## config.mk

```make
export PLATFORM = sky130hd
export DESIGN_NAME = alu_issue_ctrl
export DESIGN_NICKNAME = d
export VERILOG_FILES = /design/src/rtl/alu_issue_ctrl.sv
export SDC_FILE = /design/constraint.sdc
export NUM_CORES = 1
export LEC_CHECK = 0
export ABC_AREA = 1
export BUFFER_PORTS_ARGS = -buffer_cell sky130_fd_sc_hd__clkbuf_2
export CORE_ASPECT_RATIO = 2
export CORE_MARGIN = 2
export CORE_UTILIZATION = 45
export CTS_BUF_LIST = sky130_fd_sc_hd__clkbuf_4
export CTS_CLUSTER_DIAMETER = 100
export CTS_CLUSTER_SIZE = 30
export DETAILED_ROUTE_END_ITERATION = 16
export MAX_ROUTING_LAYER = met4
export PLACE_DENSITY = 0.87
export SLEW_MARGIN = 20
export SYNTH_ARGS = -nofsm -noshare
export SYNTH_HDL_FRONTEND = slang
export SYNTH_SLANG_ARGS = --single-unit
```

## constraint.sdc

```tcl
create_clock -name clk -period 1.9 [get_ports clk]
set_input_delay 0.095 -clock clk [delete_from_list [all_inputs] [get_ports clk]]
set_output_delay 0.095 -clock clk [all_outputs]
set_load 0.01 [all_outputs]
```

## src/rtl/alu_issue_ctrl.sv

```systemverilog
// alu_issue_ctrl: issues one ARM data-processing op at a time to an external
// ALU. It walks IDLE -> SETUP -> EXEC -> WB, computes NZCV from the ALU result
// and holds the writeback until it is accepted.
module alu_issue_ctrl (
  input  logic        clk,
  input  logic        rst_n,
  input  logic        instr_valid,
  output logic        instr_ready,
  input  logic [3:0]  opcode,
  input  logic        set_flags,
  input  logic [3:0]  rd,
  input  logic [31:0] rn_data,
  input  logic [31:0] op2_data,
  output logic        alu_enable,
  output logic [3:0]  alu_control,
  output logic [31:0] alu_operand1,
  output logic [31:0] alu_operand2,
  output logic        alu_in_carry,
  input  logic [31:0] alu_result,
  input  logic        alu_overflow,
  input  logic        alu_negative,
  output logic        wb_valid,
  input  logic        wb_ready,
  output logic [3:0]  wb_rd,
  output logic [31:0] wb_data,
  output logic        wb_we,
  output logic        illegal_op,
  output logic [3:0]  flags_nzcv
);

  typedef enum logic [1:0] {S_IDLE, S_SETUP, S_EXEC, S_WB} state_t;
  // How C and V are derived when flags are written.
  typedef enum logic [1:0] {FK_LOGIC, FK_ADD, FK_SUB} flag_kind_t;

  localparam logic [3:0] OP_AND = 4'b0000, OP_EOR = 4'b0001, OP_SUB = 4'b0010,
                         OP_ADD = 4'b0100, OP_ADC = 4'b0101, OP_TST = 4'b1000,
                         OP_CMP = 4'b1010, OP_ORR = 4'b1100;

  state_t     state, next_state;
  flag_kind_t flag_kind, dec_kind;
  logic       flag_upd;
  logic       dec_legal, dec_we, dec_force;
  logic [3:0] dec_ctrl;
  logic       accept;
  logic       v_add, v_sub;

  assign instr_ready = (state == S_IDLE);
  assign wb_valid    = (state == S_WB);
  assign accept      = instr_valid && instr_ready;

  // Opcode decode: ALU control code, writeback enable and flag behaviour.
  always_comb begin
    // NOTE: every output gets a default first so no path leaves one unassigned,
    // which would otherwise infer a latch.
    dec_legal = 1'b1;
    dec_we    = 1'b1;
    dec_force = 1'b0;
    dec_ctrl  = 4'd0;
    dec_kind  = FK_LOGIC;
    unique case (opcode)
      OP_AND: dec_ctrl = 4'd2;
      OP_EOR: dec_ctrl = 4'd7;
      OP_SUB: begin dec_ctrl = 4'd1; dec_kind = FK_SUB; end
      OP_ADD: begin dec_ctrl = 4'd4; dec_kind = FK_ADD; end
      OP_ADC: begin dec_ctrl = 4'd5; dec_kind = FK_ADD; end
      OP_TST: begin dec_ctrl = 4'd2; dec_we = 1'b0; dec_force = 1'b1; end
      OP_CMP: begin
        dec_ctrl  = 4'd1;
        dec_kind  = FK_SUB;
        dec_we    = 1'b0;
        dec_force = 1'b1;
      end
      OP_ORR: dec_ctrl = 4'd3;
      default: begin dec_legal = 1'b0; dec_we = 1'b0; end
    endcase
  end

  // Signed overflow from operand and result sign bits; Z is derived locally too.
  always_comb begin
    v_add = (alu_operand1[31] == alu_operand2[31]) && (alu_result[31] != alu_operand1[31]);
    v_sub = (alu_operand1[31] != alu_operand2[31]) && (alu_result[31] != alu_operand1[31]);
  end

  // Next-state logic; illegal ops skip the ALU and go straight to writeback.
  always_comb begin
    next_state = state;
    unique case (state)
      S_IDLE:  if (instr_valid) next_state = dec_legal ? S_SETUP : S_WB;
      S_SETUP: next_state = S_EXEC;
      S_EXEC:  next_state = S_WB;
      S_WB:    if (wb_ready) next_state = S_IDLE;
      default: next_state = S_IDLE;
    endcase
  end

  // State register.
  always_ff @(posedge clk or negedge rst_n) begin
    // NOTE: sequential state uses non-blocking assignments so every flop
    // samples pre-edge values regardless of statement order.
    if (!rst_n) state <= S_IDLE;
    else        state <= next_state;
  end

  // Datapath: capture on accept, pulse enable in EXEC, sample result and flags leaving EXEC.
  always_ff @(posedge clk or negedge rst_n) begin
    if (!rst_n) begin
      alu_enable   <= 1'b0;
      alu_control  <= 4'd0;
      alu_operand1 <= 32'd0;
      alu_operand2 <= 32'd0;
      alu_in_carry <= 1'b0;
      wb_rd        <= 4'd0;
      wb_data      <= 32'd0;
      wb_we        <= 1'b0;
      illegal_op   <= 1'b0;
      flags_nzcv   <= 4'd0;
      flag_kind    <= FK_LOGIC;
      flag_upd     <= 1'b0;
    end else begin
      alu_enable <= (state == S_SETUP);
      if (accept) begin
        wb_rd      <= rd;
        wb_data    <= 32'd0;
        wb_we      <= dec_we;
        illegal_op <= !dec_legal;
        if (dec_legal) begin
          alu_control  <= dec_ctrl;
          alu_operand1 <= rn_data;
          alu_operand2 <= op2_data;
          alu_in_carry <= (opcode == OP_ADC) ? flags_nzcv[1] : 1'b0;
          flag_kind    <= dec_kind;
          flag_upd     <= set_flags || dec_force;
        end
      end
      if (state == S_EXEC) begin
        wb_data <= alu_result;
        if (flag_upd) begin
          flags_nzcv[3] <= alu_result[31];
          flags_nzcv[2] <= (alu_result == 32'd0);
          unique case (flag_kind)
            FK_ADD: begin flags_nzcv[1] <= alu_overflow;  flags_nzcv[0] <= v_add; end
            FK_SUB: begin flags_nzcv[1] <= ~alu_negative; flags_nzcv[0] <= v_sub; end
            default: ;
          endcase
        end
      end
    end
  end

endmodule
```

==> results of run 1 <==
-- report_power, final --
group / internal, mW / switching [mW]
clock network: 0.627 / 0.890
registers: 3.57 / 0.652
logic: 1.73 / 2.56
-- cells by family (layout without fill, tap and decap cells) --
kind of cell             count (synthesis)  count (layout)  synth area share
AO/OA/AOI/OAI                           30              30            0.0317
adder cells (fa/ha/maj)                  6               6            0.0152
other                                    1               2          0.000760
AND/OR/NAND/NOR                        350             350             0.303
buffers and inverters                   49             397            0.0586
flip-flops                             116             116             0.589
XOR/XNOR                                 1               1           0.00178
-- metal layers --
layer	wire length, um	part of all wire
met2	8270	0.54
met4	698	0.046
met5	0	0
met3	830	0.054
met1	5450	0.36
-- flip-flops by register name, summed over array words and instances (netlist names), 2 cells and up --
name and flops:
alu_operand1 32, flags_nzcv 4, wb_rd 4, wb_data 32, alu_control 3, state 2, flag_kind 2, alu_operand2 32
-- worst max-delay path by stage --
stage / cells past startpoint / slack [ns] / to / start
4_1_cts: 8 / 0.17 / alu_operand1[31] / state[0]
6_report: 9 / 0.13 / alu_operand2[30] / state[0]
3_5_place_dp: 8 / 0.17 / alu_operand1[31] / state[0]
3_3_place_gp: 8 / 0.24 / alu_operand1[31] / state[0]
5_1_grt: 9 / 0.03 / alu_operand2[17] / state[0]
2_1_floorplan: 9 / 0.40 / alu_operand2[31] / state[0]
-- repair_timing --
item / 4_1_cts / 5_1_grt
resized for setup: 0 / 0
endpoints found under the hold margin: 229 / 0
setup endpoints to repair: 0 / 0
hold buffers: 114 / 0
-- layout by cell type, fill, tap and decap left out, drive strengths merged --
master	count
buf	8
clkinvlp	2
o22ai	1
dlygate4sd3	114
a21oi	3
nand2	287
diode	1
dfrtp	116
nand3	38
clkinv	10
clkbuf	240
nor2	23
ha	6
bufinv	1
xor2	1
o21ai	24
inv	22
and2	1
conb	1
nor3	1
o21bai	2
-- area by class of cell --
type                    instances  area share
diodes                          1    0.000335
clock buffers                  18      0.0181
clock inverters                13      0.0125
inverters                      22      0.0110
multi-input cells             388       0.232
flip-flops and latches        116       0.388
well taps                     140      0.0234
repair buffers                344       0.314
-- worst max-delay path, delay by kind of cell, from the launching register on --
family        cells  cell delay, ns
flops             1            0.42
simple gates      4            0.39
fa+ha+maj         1            0.20
buf+inv           4            0.63
-- cells in the mapped netlist (2+ instances only) --
master	n	area share
sky130_fd_sc_hd__a21oi_1	3	0.0030
sky130_fd_sc_hd__buf_1	3	0.0023
sky130_fd_sc_hd__buf_12	4	0.016
sky130_fd_sc_hd__buf_2	11	0.011
sky130_fd_sc_hd__buf_4	3	0.0046
sky130_fd_sc_hd__buf_6	2	0.0046
sky130_fd_sc_hd__clkbuf_1	4	0.0030
sky130_fd_sc_hd__dfrtp_1	116	0.59
sky130_fd_sc_hd__ha_1	6	0.015
sky130_fd_sc_hd__inv_1	17	0.013
sky130_fd_sc_hd__inv_2	5	0.0038
sky130_fd_sc_hd__nand2_1	245	0.19
sky130_fd_sc_hd__nand2_2	41	0.052
sky130_fd_sc_hd__nand3_1	37	0.038
sky130_fd_sc_hd__nor2_1	22	0.017
sky130_fd_sc_hd__o21ai_0	24	0.024
sky130_fd_sc_hd__o21bai_1	2	0.0030
-- stage by stage --
step	setup slack, ns	hold WS (ns)
final	0.130	0.180
after global routing	0.0305	0.237
after floorplan	0.404	-0.201
after global placement	0.245	0.228
after CTS	0.168	0.195
after detailed placement	0.168	0.228
==> summary.md, run 1 <==
| Metric | Value |
|---|---|
| Number of iterations in the first detailed-routing pass | 5 |
| Leakage | roughly 4.2 nW |
| Met3 Track Usage GR | 0.0529 |
| Register-to-Register Path Depth | 9 |
| Data arrival time of the critical path | ~2.2 ns |
| Final antenna-violating net count | 0 |
| Maximum number of pins on one net before global-route repair | ~120 |
| Count of endpoints failing setup in the final report | 0 |
| Number of synthesized register bits | 116 |
| Top achievable clock speed | 565 MHz |
| Critical-path maximum fanout | between 60 and 70 |
| Most frequently used flop master after synthesis | sky130_fd_sc_hd__dfrtp_1 |
| Count of max-cap constraint violations | 0 |
| Num CTS Buffers | 17 |
| CP Cell Sequence | inv_1, ha_1, nand2_1, inv_2, nand2_4, inv_2, buf_12, nand2_1, nand2_1 |
| Gate Count Post-Synth | ~550 |
| Kind of path behind the tightest hold check | input port to async pin |
| Met2 track demand over resource in global routing | 0.479 |
| Final Instance Area | 7480 um2 |
| End-of-flow core utilization | 0.692 |
| Worst-case headroom to the max-slew limit | 0.581 |
| Number of rows in the core area | between 50 and 60 |
| Wire length per cell after detailed routing | about 15 um |
| Post-place instance area | around 6100 um2 |
| Class of the most critical setup path | flop to flop |
| Category of the worst setup path capture point | flop |
| Crit-path max cell delay | 0.42 ns |
| CTS tree | yes |
| Result of the run | completed |
| Most used cell, CP | sky130_fd_sc_hd__nand2_1 |
| Cell Area, Synth | approximately 4900 um2 |
| Overall via count from detail_route | between 4,000 and 5,000 |
| I/O Buffers | around 220 |
| Mean area per synthesized cell | a little under 9 um2 |
| Power density relative to cell area | around 1300 nW/um2 |
| Antenna violations before repair | 1 |
| Gr ovfl total | 0 |
| Vias in the first global route | between 5,000 and 6,000 |
| Post-Route Setup TNS | 0 ns |
| Worst path required time | between 2 and 2.5 ns |
| Async set-reset flop share out of synthesis | 1.00 |
| Buffer type at the clock tree root | sky130_fd_sc_hd__clkbuf_4 |
| Worst R2R Start | state[0] |
| Final worst-path cycle share | 0.931 |
| Clock tree buffer depth | 2 |
| M1 GR Usage | 0.295 |
| Placeable core region | between 10,000 and 15,000 um2 |
| Post-layout total power | about 10 mW |
| Critical path startpoint category | flop |
| Clock Skews | between 0.015 and 0.02 ns |
| Final number of max-transition violations | 0 |
| Global placement routability congestion | between 0.8 and 0.9 |
| Horizontal die dimension | around 78 um |
| Clock latency reported for the late side of the worst-skew pair | 0.51 ns |
| Clock sink total | roughly 120 |
| Initial Util | 0.456 |
| Sequential standard cell area | 2900 um2 |
| Half-perimeter wire length after placement | around 9.1 mm |
| Synthesized Nets | 670 |
| Largest vdd supply drop | around 0.00070 V |
| Slack of the worst reg-to-reg path | 0.13 ns |
| Routing layer with the top usage in global route | met2 |
| Number of setup buffers added after CTS | 0 |
| Area of the multi-input gates | approximately 1700 um2 |
| Capture instance of the worst register-to-register path | alu_operand2[30] |
| First-pass GRT wire length | 25.2 mm |
| Number of flops mapped to enable cells by yosys | 0 |
| Clock transition at the registers of the reported paths | about 0.11 ns |
| Routed vias/inst | approximately 4.8 |
| Transition time at the pin with the least slew margin | roughly 0.63 ns |
| DRC Markers | 0 |
| IO Count | 225 |
| Number of nets in the layout | between 1,000 and 1,500 |
| Cell count after placement | roughly 900 |
| Share of the yosys chip area belonging to registers | 0.589 |
| DR iter-0 viols | 278 |
| Die Footprint | approximately 12,000 um2 |
| Layout Area Growth over Synthesis | 51.7% |
| Layout filler cell count | 791 |
| Final period demand of the worst path | about 1.8 ns |
| Setup repair after global routing missed its margin | no |
| Final Instance Count excl. Fillers | between 1,000 and 1,500 |
| Fraction of layout instances using a drive strength above 1 | 0.340 |
| Number of warning messages in the yosys log | 0 |
| Chip Height | roughly 150 um |
| Total wire length | 15.2 mm |
| Slowest cell on the critical path | sky130_fd_sc_hd__dfrtp_1 |
| Depth of the CTS H-tree | 4 |
| Final hold violation count | 0 |
| All-layer global routing usage | 0.277 |
| Number of distinct library cells after synthesis | 25 |
Note: power is estimated with default switching activity, not from simulation.
==> run 2, diff against run 1 <==
--- a/config.mk
+++ b/config.mk
@@ -7,14 +7,13 @@
 export LEC_CHECK = 0
 export ABC_AREA = 1
 export BUFFER_PORTS_ARGS = -buffer_cell sky130_fd_sc_hd__clkbuf_2
-export CORE_ASPECT_RATIO = 2
+export CORE_ASPECT_RATIO = 1.1
 export CORE_MARGIN = 2
 export CORE_UTILIZATION = 45
 export CTS_BUF_LIST = sky130_fd_sc_hd__clkbuf_4
 export CTS_CLUSTER_DIAMETER = 100
 export CTS_CLUSTER_SIZE = 30
 export DETAILED_ROUTE_END_ITERATION = 16
-export MAX_ROUTING_LAYER = met4
 export PLACE_DENSITY = 0.87
 export SLEW_MARGIN = 20
 export SYNTH_ARGS = -nofsm -noshare
==> run 2 against run 1 <==
  * Count of clock-buffer cells in the layout unchanged
  * Wire length up 2.7%
  * Via count up 2.6%
  * First-iteration DRC count up 2.5%
  * Cell count up 1.4%
  * Flip-flop and latch count unchanged
==> summary.md, run 2 (synthesis gave the netlist of run 1 again) <==
| Metric | Value |
|---|---|
| Hold-critical path depth | 4 |
| Setup repair after global routing missed its margin | no |
| Clock Skews | 0.0132 ns |
| Kind of path behind the tightest hold check | input port to flop |
| Horizontal die dimension | between 100 and 150 um |
| Largest registers | alu_operand1: 32 flops, alu_operand2: 32 flops, wb_data: 32 flops |
| Global placement routability congestion | ~0.85 |
| Critical path startpoint category | flop |
| Power density relative to cell area | 1370 nW/um2 |
| Register-to-Register Path Depth | 7 |
| Clock transition at the registers of the reported paths | between 0.1 and 0.15 ns |
| Placeable core region | between 10,000 and 15,000 um2 |
| Total wire length | 15.7 mm |
| Minimum hold slack | approximately 0.32 ns |
| I/O Buffers | between 200 and 250 |
| Category of the worst setup path capture point | flop |
| Clock sink total | 116 |
| Overall via count from detail_route | a little over 5,000 |
| Data arrival time of the critical path | between 2 and 2.5 ns |
| Largest vdd supply drop | between 0.0006 and 0.0007 V |
| Final antenna-violating net count | 0 |
| Power share of the sequential group | 0.406 |
| Number of iterations in the first detailed-routing pass | 5 |
| Routed vias/inst | between 4 and 5 |
| Layout filler cell count | around 750 |
| Clock latency reported for the late side of the worst-skew pair | approximately 0.50 ns |
| Antenna violations before repair | 0 |
| Result of the run | completed |
| Chip Height | between 100 and 150 um |
| Switch Pwr | between 4 and 5 mW |
| Post-Route Setup TNS | 0 ns |
| Share of total power in combinational logic | 0.414 |
| Maximum number of pins on one net before global-route repair | a little under 70 |
| Final worst-path cycle share | 0.938 |
| Class of the most critical setup path | flop to flop |
| Leakage | 4.25 nW |
| Initial Util | 0.456 |
| Depth of the CTS H-tree | 4 |
| Number of diodes added for antenna fixing | 0 |
| IO Count | roughly 230 |
| Half-perimeter wire length after placement | 8.79 mm |
| DRC Markers | 0 |
| DR iter-0 viols | 285 |
| Wire length per cell after detailed routing | approximately 15 um |
| Final hold violation count | 0 |
| All-layer global routing usage | 0.269 |
| Vias in the first global route | 5,159 |
| Most used cells in the layout excluding fill and tap cells | 245 x sky130_fd_sc_hd__nand2_1, 222 x sky130_fd_sc_hd__clkbuf_2, 117 x sky130_fd_sc_hd__dlygate4sd3_1 |
| Clock tree buffer depth | 2 |
| Layout Area Growth over Synthesis | 54.6% |
| Worst path required time | between 2 and 2.5 ns |
| Num CTS Buffers | 17 |
| Gr ovfl total | 0 |
| Count of endpoints failing setup in the final report | 0 |
| Final period demand of the worst path | 1.78 ns |
| Most frequent standard cell in the layout excluding fill and tap cells | sky130_fd_sc_hd__nand2_1 |
| Buffer type at the clock tree root | sky130_fd_sc_hd__clkbuf_4 |
| Critical-path maximum fanout | 8 |
| Internal | 6.25 mW |
| Cell count after placement | slightly above 900 |
| Fraction of layout instances using a drive strength above 1 | 0.348 |
| Switching power share of the total | 0.401 |
| Final number of max-transition violations | 0 |
| Die Footprint | roughly 12,000 um2 |
| Number of nets in the layout | just over 1,000 |
| Count of max-cap constraint violations | 0 |
| Final Instance Count excl. Fillers | between 1,000 and 1,500 |
| CTS tree | yes |
| First-pass GRT wire length | 24.8 mm |
| Top achievable clock speed | between 500 and 600 MHz |
| Share of power burned in the clock network | 0.180 |
| Number of rows in the core area | 40 |
==> run 2: path summary, 6_finish.rpt <==
check | startpoint | endpoint | slack, ns
worst max-delay path | state[0] | wb_rd[3] | 0.12
worst min-delay path | op2_data[18] | alu_operand2[18] | 0.32
worst max register to register | state[0] | wb_rd[3] | 0.12
worst min register to register | alu_control[0] | alu_control[0] | 0.49
max in group asynchronous | rst_n | wb_data[8] | 0.63
min in group asynchronous | rst_n | alu_operand1[12] | 0.58
==> run 2: per-stage QoR <==
step,power [mW],utilization,worst slack (ns),cell area [um2]
finish,10.4,0.705,0.118,7620
global route,11.2,0.705,0.0128,7620
CTS,10.3,0.703,0.139,7600
detailed placement,8.22,0.568,0.159,6140
global placement,8.07,0.568,0.250,6140
floorplan,6.49,-,0.404,4930
==> run 2: power groups by stage <==
stage | Clock, mW | Sequential, mW | Combinational, mW
2_1_floorplan | 0 | 4.68 | 1.81
3_3_place_gp | 0 | 4.21 | 3.87
3_5_place_dp | 0 | 4.21 | 4.01
4_1_cts | 1.90 | 4.19 | 4.21
5_1_grt | 2.05 | 4.36 | 4.75
6_report | 1.88 | 4.24 | 4.32
==> run 2: area by class of cell <==
cell class	instances	area [um2]	area share
flip-flops and latches	116	2900	0.381
repair buffers	352	2410	0.316
multi-input cells	388	1740	0.228
well taps	147	184	0.0241
clock inverters	14	163	0.0213
clock buffers	18	135	0.0177
inverters	22	87.6	0.0115
==> run 2: critical path, cell delays in order, from the launching register on <==
cell and delay [ns]:
sky130_fd_sc_hd__dfrtp_1 0.42, sky130_fd_sc_hd__inv_1 0.14, sky130_fd_sc_hd__ha_2 0.21, sky130_fd_sc_hd__nand2_1 0.10, sky130_fd_sc_hd__inv_4 0.12, sky130_fd_sc_hd__nand2_1 0.07, sky130_fd_sc_hd__dlygate4sd3_1 0.57, sky130_fd_sc_hd__nand2_1 0.09
==> run 2: repair_timing <==
action / CTS / global route
setup endpoints to repair: 0 / 41
gates resized for setup: 0 / 4
hold buffers: 116 / 1
buffers inserted: 0 / 0
hold endpoints to repair: 228 / 2
==> run 2: layer usage <==
metal	wire, um	share of wire	global-route usage
met1	5950	0.38	0.295
met2	8150	0.52	0.482
met3	922	0.059	0.0691
met4	635	0.041	0.138
met5	0	0	0
